$ cat src/rtl/seg_scan_pkg.sv
// Shared types and constants for the multiplexed seven-segment scan driver.
package seg_scan_pkg;

  typedef enum logic {
    BLANK = 1'b0,
    SHOW  = 1'b1
  } state_t;

  localparam int NUM_DIGITS = 8;
  localparam int IDX_W = $clog2(NUM_DIGITS);
  localparam logic [7:0] OVF_SEG_DEFAULT = 8'h79;

endpackage

$ cat src/rtl/seg_scan.sv
// 8-digit time-multiplexed seven-segment driver: per-frame snapshot, dead-time
// blanking between digits, and a blinking error pattern while overflow is held.
module seg_scan
  import seg_scan_pkg::*;
#(
  parameter int SCAN_DIV = 50000,
  parameter int BLANK_GAP = 8,
  parameter int BLINK_FRAMES = 64,
  parameter logic [7:0] OVF_SEG = OVF_SEG_DEFAULT
) (
  input  logic       sys_clk,
  input  logic       rst,
  input  logic [7:0] led_low,
  input  logic [7:0] led_middle_1,
  input  logic [7:0] led_middle_2,
  input  logic [7:0] led_middle_3,
  input  logic [7:0] led_middle_4,
  input  logic [7:0] led_middle_5,
  input  logic [7:0] led_middle_6,
  input  logic [7:0] led_high,
  input  logic       overflow,
  input  logic       blank,
  output logic [7:0] seg,
  output logic [7:0] dig_sel,
  output logic       frame_start
);

  localparam int PH_MAX = (SCAN_DIV > BLANK_GAP) ? SCAN_DIV : BLANK_GAP;
  localparam int PH_W = (PH_MAX > 1) ? $clog2(PH_MAX) : 1;
  localparam int FC_W = (BLINK_FRAMES > 1) ? $clog2(BLINK_FRAMES) : 1;
  localparam logic [PH_W-1:0] BLANK_LAST = PH_W'(BLANK_GAP - 1);
  localparam logic [PH_W-1:0] SHOW_LAST = PH_W'(SCAN_DIV - 1);
  localparam logic [FC_W-1:0] FC_LAST = FC_W'(BLINK_FRAMES - 1);

  state_t            state, state_nxt;
  logic [IDX_W-1:0]  idx, idx_nxt;
  logic [PH_W-1:0]   phase, phase_nxt;
  logic              capture;
  logic [7:0]        led_in [NUM_DIGITS];
  logic [7:0]        snap [NUM_DIGITS];
  logic              snap_ovf;
  logic [FC_W-1:0]   frame_cnt;
  logic              blink_ph;

  function automatic logic [7:0] digit_seg(input logic [7:0] pattern,
                                           input logic       ovf,
                                           input logic       ph);
    if (ovf) return ph ? 8'h00 : OVF_SEG;
    return pattern;
  endfunction

  always_comb begin
    led_in[0] = led_low;
    led_in[1] = led_middle_1;
    led_in[2] = led_middle_2;
    led_in[3] = led_middle_3;
    led_in[4] = led_middle_4;
    led_in[5] = led_middle_5;
    led_in[6] = led_middle_6;
    led_in[7] = led_high;
  end

  always_comb begin
    state_nxt = state;
    idx_nxt   = idx;
    phase_nxt = phase + PH_W'(1);
    // The opening dead-time cycle of digit 0 is the frame boundary.
    capture   = (state == BLANK) && (idx == '0) && (phase == '0);
    unique case (state)
      BLANK: begin
        if (phase == BLANK_LAST) begin
          state_nxt = SHOW;
          phase_nxt = '0;
        end
      end
      SHOW: begin
        if (phase == SHOW_LAST) begin
          state_nxt = BLANK;
          phase_nxt = '0;
          idx_nxt   = idx + IDX_W'(1);
        end
      end
      default: begin
        state_nxt = BLANK;
        phase_nxt = '0;
      end
    endcase
  end

  always_ff @(posedge sys_clk) begin
    if (rst) begin
      state <= BLANK;
      idx   <= '0;
      phase <= '0;
    end else begin
      state <= state_nxt;
      idx   <= idx_nxt;
      phase <= phase_nxt;
    end
  end

  // Frame snapshot and blink phase
  always_ff @(posedge sys_clk) begin
    if (rst) begin
      for (int i = 0; i < NUM_DIGITS; i++) snap[i] <= '0;
      snap_ovf  <= 1'b0;
      frame_cnt <= '0;
      blink_ph  <= 1'b0;
    end else if (capture) begin
      for (int i = 0; i < NUM_DIGITS; i++) snap[i] <= led_in[i];
      snap_ovf <= overflow;
      if (frame_cnt == FC_LAST) begin
        frame_cnt <= '0;
        blink_ph  <= ~blink_ph;
      end else begin
        frame_cnt <= frame_cnt + FC_W'(1);
      end
    end
  end

  // Registered outputs
  always_ff @(posedge sys_clk) begin
    if (rst) begin
      seg         <= '0;
      dig_sel     <= '0;
      frame_start <= 1'b0;
    end else begin
      frame_start <= capture;
      if (blank || (state == BLANK)) begin
        seg     <= '0;
        dig_sel <= '0;
      end else begin
        seg     <= digit_seg(snap[idx], snap_ovf, blink_ph);
        dig_sel <= 8'd1 << idx;
      end
    end
  end

endmodule

$ cat config.mk
export PLATFORM = sky130hd
export DESIGN_NAME = seg_scan
export DESIGN_NICKNAME = d
export VERILOG_FILES = /design/src/rtl/seg_scan_pkg.sv /design/src/rtl/seg_scan.sv
export SDC_FILE = /design/constraint.sdc
export NUM_CORES = 1
export LEC_CHECK = 0
export BUFFER_PORTS_ARGS = -buffer_cell sky130_fd_sc_hd__buf_2
export CORE_MARGIN = 10
export CORE_UTILIZATION = 38
export DETAILED_ROUTE_END_ITERATION = 8
export GPL_ROUTABILITY_DRIVEN = 0
export PLACE_DENSITY = 0.58
export SLEW_MARGIN = 15
export SYNTH_ARGS = -nofsm -noshare
export SYNTH_HDL_FRONTEND = slang
export SYNTH_SLANG_ARGS = --single-unit
$ cat constraint.sdc
create_clock -name sys_clk -period 7 [get_ports sys_clk]
set_clock_uncertainty 0.05 [all_clocks]
set_input_delay 0.7 -clock sys_clk [delete_from_list [all_inputs] [get_ports sys_clk]]
set_output_delay 0.7 -clock sys_clk [all_outputs]
set_load 0.05 [all_outputs]
==> results.md, run 1 <==
* Pwr dens at 242 nW/µm²
* CP peak stage delay at 0.57 ns
* Routed Antenna Nets at 0
* # Post-CTS Setup Buffers at 0
* CP Buf/Inv Count at 2
* WL per Instance at 16.3 µm
* Io pins at 85
* Min Tclk post-route at between 2 and 3 ns
* Core footprint at 12,200 µm²
* Slowest cell on crit path: buf_4
* Register area at 2880 µm²
* PortBufs at 84
* Final Instance Area at 5640 µm²
* Dpl cell area at approximately 5400 µm²
* Clk_lat worst skew at 0.35 ns
* Max cap viols at 0
* Final Cycle Share at 42.5%
* Leak Pwr at between 2 and 2.5 nW
* CP Class: register to register
* Cell variety after synth at 44
* Commonest non-fill, non-tap cell in the layout: buf_2
* Final Power at about 1.4 mW
* Tightest hold margin at between 0.4 and 0.5 ns
* Pre-CTS setup slack at 4.01 ns
* Achievable Freq at roughly 340 MHz
* Worst VDD drop at 0.110 mV
* Placed cells at between 600 and 700
* Initial antenna violation count at 0
* Syn_nets at 449
* Post-detailed-placement half-perimeter wirelength at 7380 µm
* Initial DRC count at 159
* Synth warnings at 0
* Total gr overflow at 0
* Die width at 132 µm
* R2R Setup Slk at between 4 and 5 ns
* DR vias at slightly above 3,000
* Fin. max-slew vios at 0
* Switch Pwr at 0.307 mW
* # hold bufs at CTS at 0
* DRT Wirelength at 10,200 µm
* Unrepaired setup endpoints after global routing: false
* Vias in the first global route at slightly above 3,000
* Post-synthesis register bit count at 112
* Switch share at 22.5%
* Crit Path Max Fanout at 44
* Ant diodes at 0
* Clock Path Buffers at 2
* Worst EP arrival at 2.91 ns
* Most frequent cells in the layout: buf_2, edfxtp_1, and2_1, dfxtp_1, nor2_1
* Global-route wire length before repair at 16,400 µm
* Ys flop type: edfxtp_1
* Die area at 17,500 µm²
* Endpoint class of the critical path: register
* Initial Utilization at 39.4%
* CTS Buf Count at 9
* Fin cells at 627
* Hold Crit Class: register to register
* Via-per-instance ratio at 4.90
* Setup ws final at around 4 ns
* TritonRoute pass-1 iters at 4
* Global router's overall resource usage at around an eighth
* CP delay by family, top: simple AND/OR/NAND/NOR gates
* CTS sink count at 112
* Clock Power Share at 34.9%
* Syn avg cell area at between 10 and 15 µm²
* H-Tree Depth at 3
* Crit-path cells: inv_1 -> ha_1 -> nand4bb_1 -> nor2_1 -> or2_2 -> buf_4
* Post-route DRC at 0
* Die Ht at 132 µm
* # rows at 40
* Filler Cell Count at 1,131
* Reg clk slew, reported paths at 0.07 ns
* Critical path startpoint category: register
* Cell Int Power at 1.06 mW
* Synth Instances at 374
* Status: complete, no violations
* PostCTS Resize Cnt at 0
* Post-synthesis cell area at 4790 µm²
* Final Hold Fails at 0
* Multi-input gate area at 1790 µm²
* Worst slew pin tran at 0.926 ns
* Fin util at 46.3%
* Final setup vio count at 0
* Req. time, crit path at 6.94 ns
* Largest net degree at the start of global routing at 45
* Net count reported at finish at about 530
* Comb pwr share at approximately 8.3%
* Setup TNS at 0 ns
* CTS Root Cell: clkbuf_16
* Share of flip-flops with an asynchronous set or reset at 0%
* Sequential area share after synthesis at around three fifths
* Layout area overhead at 17.7%
* Worst slew margin relative to its limit at 38.2%
* Post-synth EDFFs at 64
* Reg power frac at 56.9%
* Share of post-route cells with drive strength above 1 at 28.1%
* CTS tree: built
-- power groups by stage --
stage / Sequential (mW) / Clock (mW) / Combinational [mW]
2_1_floorplan: 0.785 / 0 / 0.0740
3_3_place_gp: 0.787 / 0 / 0.113
3_5_place_dp: 0.790 / 0 / 0.114
4_1_cts: 0.775 / 0.491 / 0.115
5_1_grt: 0.779 / 0.516 / 0.126
6_report: 0.774 / 0.475 / 0.113
-- cells in the mapped netlist (5+ instances only) --
library cell	n	area share, %
nand2b_1	7	0.91
inv_1	10	0.78
and2_1	53	6.9
nor2b_1	17	2.2
nor2_1	33	2.6
mux2i_1	6	1.3
and3_1	5	0.65
ha_1	7	1.8
edfxtp_1	64	40
nand3_1	8	0.84
a21oi_1	8	0.84
mux4_2	16	7.5
dfxtp_1	48	20
clkbuf_1	10	0.78
nand2_1	10	0.78
o22ai_1	5	0.65
buf_2	5	0.52
xnor2_1	11	2.0
-- layer usage --
layer | track usage, % | share of wire, % | wire length (µm)
met1 | 14.1 | 45 | 4610
met2 | 19.3 | 49 | 5030
met3 | 4.12 | 4.9 | 502
met4 | 3.42 | 1.0 | 103
met5 | 0 | 0 | 0
-- logic make-up after synthesis --
kind of cell,after synthesis,synth area share (%)
adder cells (fa/ha/maj),7,1.83
buffers and inverters,28,2.54
flip-flops,112,60.2
multiplexers,22,8.78
AND/OR/NAND/NOR,165,20.5
AO/OA/AOI/OAI,27,3.76
XOR/XNOR,13,2.38
-- registers in the layout, indices dropped and copies added, names as in the netlist, named ones only --
signal and cells:
snap 64, dig_sel 8, phase 16, blink_ph 1, seg 8, state 1, idx 3, snap_ovf 1
frame_start 1, frame_cnt 6
-- worst paths after layout --
check,startpoint,endpoint,cells after the start
worst max-delay path,idx[0],snap[1][4],6
worst min-delay path,phase[0],phase[0],1
worst min register to register,phase[0],phase[0],1
worst max register to register,idx[0],snap[1][4],6
-- area by class of cell --
cell class,count,share of cell area (%)
clock inverters,6,0.799
inverters,10,0.666
well taps,168,3.73
clock buffers,10,4.06
repair buffers,87,7.86
flip-flops and latches,112,51.1
multi-input cells,234,31.7
Power figures use the tool's default switching activity.
==> inputs of run 2 (changes only) <==
--- a/config.mk
+++ b/config.mk
@@ -5,6 +5,7 @@
 export SDC_FILE = /design/constraint.sdc
 export NUM_CORES = 1
 export LEC_CHECK = 0
+export ABC_AREA = 1
 export BUFFER_PORTS_ARGS = -buffer_cell sky130_fd_sc_hd__buf_2
 export CORE_MARGIN = 10
 export CORE_UTILIZATION = 38
==> constraint.sdc (replaced) <==
create_clock -name sys_clk -period 3.05 [get_ports sys_clk]
set_clock_uncertainty 0.05 [all_clocks]
set_input_delay 0.305 -clock sys_clk [delete_from_list [all_inputs] [get_ports sys_clk]]
set_output_delay 0.305 -clock sys_clk [all_outputs]
set_load 0.05 [all_outputs]
==> run 2 against run 1 <==
Core utilization down 0.085 points. Clock power grew 130%. Via count increased by 27%. Final cell count up 35%. Critical path depth grew 5. Combinational power up 130%. Global-route usage up 1.4 points. Largest power group unchanged.
==> results.md, run 2 <==
* Net count reported at finish at 742 (was 529)
* Min-Delay Endpoint: snap_ovf (was phase[0])
* DRT Wirelength at 11,500 µm (was 10,200 µm)
* Reg with most FFs: snap (unchanged)
* Post-detailed-placement half-perimeter wirelength at 8360 µm (was 7380 µm)
* Global router's overall resource usage at 13.1% (was 11.7%)
* DR vias at 3,908 (was 3,074)
* Placed cells at 828 (was 611)
* Fin. max-slew vios at 0 (unchanged)
* Multiplexer share of the synthesized area at 0% (was 8.78%)
* H-Tree Depth at 3 (unchanged)
* Total gr overflow at 0 (unchanged)
* CTS Root Cell: clkbuf_16 (unchanged)
* Final Instance Area at 5890 µm² (was 5640 µm²)
* CTS tree: built (unchanged)
* Crit Path Max Fanout at 30 (was 44)
* Initial antenna violation count at 0 (unchanged)
* Pwr dens at 532 nW/µm² (was 242 nW/µm²)
* Min-Delay Startpoint: overflow (was phase[0])
* Reg power frac at 56.6% (was 56.9%)
* Share of flip-flops with an asynchronous set or reset at 0% (unchanged)
* Setup TNS at 0 ns (unchanged)
* CTS Buf Count at 9 (unchanged)
* Dpl cell area at 5620 µm² (was 5360 µm²)
* Share of post-route cells with drive strength above 1 at 17.1% (was 28.1%)
* Global-route wire length before repair at 19,100 µm (was 16,400 µm)
* Fin cells at 844 (was 627)
* Sequential area share after synthesis at 57.9% (was 60.2%)
* Io pins at 85 (unchanged)
* Synth area leader: edfxtp_1 (unchanged)
* Post-Synth Simple-Gate Area at 22.5% (was 20.5%)
* CP Class: register to register (unchanged)
* Synth Instances at 582 (was 374)
* Cell variety after synth at 29 (was 44)
* Endpoint class of the critical path: register (unchanged)
* Initial DRC count at 249 (was 159)
* Final Cycle Share at 72.3% (was 42.5%)
* Hold Crit Class: primary input to register (was register to register)
* Fin util at 46.3% (about the same)
* Post-synthesis adder-cell area fraction at 1.76% (was 1.83%)
* Min-Delay Path Depth at 3 (was 1)
* Die width at 134 µm (was 132 µm)
* Biggest regs: snap x64, phase x16 (unchanged)
* Critical path startpoint category: register (unchanged)
* Achievable Freq at 454 MHz (was 336 MHz)
* Largest net degree at the start of global routing at 33 (was 45)
* Syn_nets at 657 (was 449)
* Clock Path Buffers at 2 (unchanged)
* Ys flop type: edfxtp_1 (unchanged)
* Largest cells by area after synthesis: edfxtp_1, dfxtp_1, nor2_1 (was edfxtp_1, dfxtp_1, mux4_2)
* Clk_lat worst skew at 0.36 ns (was 0.35 ns)
* Routed Antenna Nets at 0 (unchanged)
* Top cell type's share of synthesized area at 38.6% (was 40.1%)
* Switch share at 23.7% (was 22.5%)
* Post-synthesis compound-gate area fraction at 7.57% (was 3.76%)
* Commonest non-fill, non-tap cell in the layout: nor2_1 (was buf_2)
* Final setup vio count at 0 (unchanged)
* Worst slew margin relative to its limit at 43.9% (was 38.2%)
* Largest family of logic cells by synthesized area: simple AND/OR/NAND/NOR gates (unchanged)
* Unrepaired setup endpoints after global routing: false (unchanged)
* R2R Setup Slk at 0.85 ns (was 4.03 ns)
* Most frequent cells in the layout: nor2_1, inv_1, buf_2, nand2_1, edfxtp_1 (was buf_2, edfxtp_1, and2_1, dfxtp_1, nor2_1)
* Leak Pwr at 2.76 nW (was 2.18 nW)
* Status: complete, no violations (unchanged)
* Initial Utilization at 39.1% (was 39.4%)
* Switch Pwr at 0.743 mW (was 0.307 mW)
* Min Tclk post-route at 2.20 ns (was 2.97 ns)
* Post-synthesis cell area at 4980 µm² (was 4790 µm²)
* Final Hold Fails at 0 (unchanged)
* Setup ws final at 0.846 ns (was 4.03 ns)
* CTS sink count at 112 (unchanged)
* Post-route DRC at 0 (unchanged)
* Worst r2r path cells at 11 (was 6)
* Reg clk slew, reported paths at 0.07 ns (about the same)
* # rows at 41 (was 40)
* Post-synth EDFFs at 64 (unchanged)
* Cell Int Power at 2.39 mW (was 1.06 mW)
* Worst VDD drop at 0.319 mV (was 0.110 mV)
* Via-per-instance ratio at 4.63 (was 4.90)
* Max FFs per register at 64 (unchanged)
* # Post-CTS Setup Buffers at 0 (unchanged)
* Syn avg cell area at 8.55 µm² (was 12.8 µm²)
* Post-synthesis register bit count at 112 (unchanged)
* Die area at 18,100 µm² (was 17,500 µm²)
* Tightest hold margin at 0.118 ns (was 0.433 ns)
* Top-count cell post-synth: nor2_1 (was edfxtp_1)
* Ant diodes at 0 (unchanged)
* Clock Power Share at 34.9% (about the same)
* PortBufs at 84 (unchanged)
* # hold bufs at CTS at 0 (unchanged)
* TritonRoute pass-1 iters at 4 (unchanged)
* WL per Instance at 13.7 µm (was 16.3 µm)
* Req. time, crit path at 3.10 ns (was 6.94 ns)
* Synth warnings at 0 (unchanged)
* Die Ht at 134 µm (was 132 µm)
* Core footprint at 12,700 µm² (was 12,200 µm²)
* Layout area overhead at 18.3% (was 17.7%)
* Critical R2R Launch: idx[0] (unchanged)
* Final Power at 3.13 mW (was 1.36 mW)
* Worst EP arrival at 2.26 ns (was 2.91 ns)
* Max cap viols at 0 (unchanged)
* Comb pwr share at 8.5% (was 8.3%)
* Pre-CTS setup slack at 0.826 ns (was 4.01 ns)
* Worst slew pin tran at 0.841 ns (was 0.926 ns)
* Worst r2r dst: snap[1][4] (unchanged)
* Post-Synth XOR/XNOR Area at 1.41% (was 2.38%)
* Vias in the first global route at 3,973 (was 3,118)
* Post-synth top cells: nor2_1, inv_1, nand2_1 (was edfxtp_1, and2_1, dfxtp_1)
* PostCTS Resize Cnt at 0 (unchanged)
[run 2: cell count changes after synthesis, moves of 13 or more]
cell      previous run  this run
nor2_1              33       167
o211ai_1             0        13
nand2_1             10        67
nand3_1              8        21
and2_1              53         0
o21ai_0              3        33
nor2b_1             17         0
inv_1               10        94
mux4_2              16         0
[run 2: logic make-up after synthesis]
kind of cell	after synthesis
DFF	112
xor gates and xnor gates	8
and+or+nand+nor	275
AOI/OAI and AO/OA	66
adders and majority gates	7
buffers and inverters	114
[run 2: how the worst max path moves through the flow]
stage | from | end | slack [ns] | cells after the start
floorplan | idx[0] | frame_cnt[0] | 0.18 | 11
global placement | idx[0] | snap[5][6] | 0.93 | 11
detailed placement | idx[0] | snap[1][5] | 0.83 | 11
CTS | idx[0] | snap[1][5] | 0.83 | 11
global route | idx[0] | snap[1][4] | 0.60 | 11
finish | idx[0] | snap[1][4] | 0.85 | 11
[run 2: critical path, stage by stage, from the launching register on]
cell     delay, ns
dfxtp_1       0.38
inv_1         0.10
ha_1          0.24
nand2_1       0.07
inv_1         0.04
nand2_1       0.05
nor2_1        0.05
inv_1         0.09
nor2_4        0.07
nand2_2       0.33
buf_4         0.40
nor2_1        0.08
[run 2: cell type report]
class / instances / area [µm²]
Multi-Input combinational cell: 356 / 1660
Clock buffer: 11 / 233
Fill cell: 1307 / 6840
Inverter: 96 / 362
Clock inverter: 5 / 32.5
Tap cell: 172 / 215
Timing Repair Buffer: 92 / 505
Sequential cell: 112 / 2880
[run 2: power groups by stage]
stage | logic, mW | clock network (mW) | registers (mW)
floorplan | 0.159 | 0 | 1.81
global placement | 0.262 | 0 | 1.80
detailed placement | 0.268 | 0 | 1.81
CTS | 0.269 | 1.12 | 1.77
global route | 0.305 | 1.17 | 1.78
finish | 0.265 | 1.09 | 1.77
[run 2: per-layer routing]
metal,global-route usage [%],routed length [µm],vias up
met3,3.66,676,10
li1,-,-,2009
met5,0,0,-
met1,16.9,5510,1792
met2,19.9,5140,97
met4,5.62,201,0
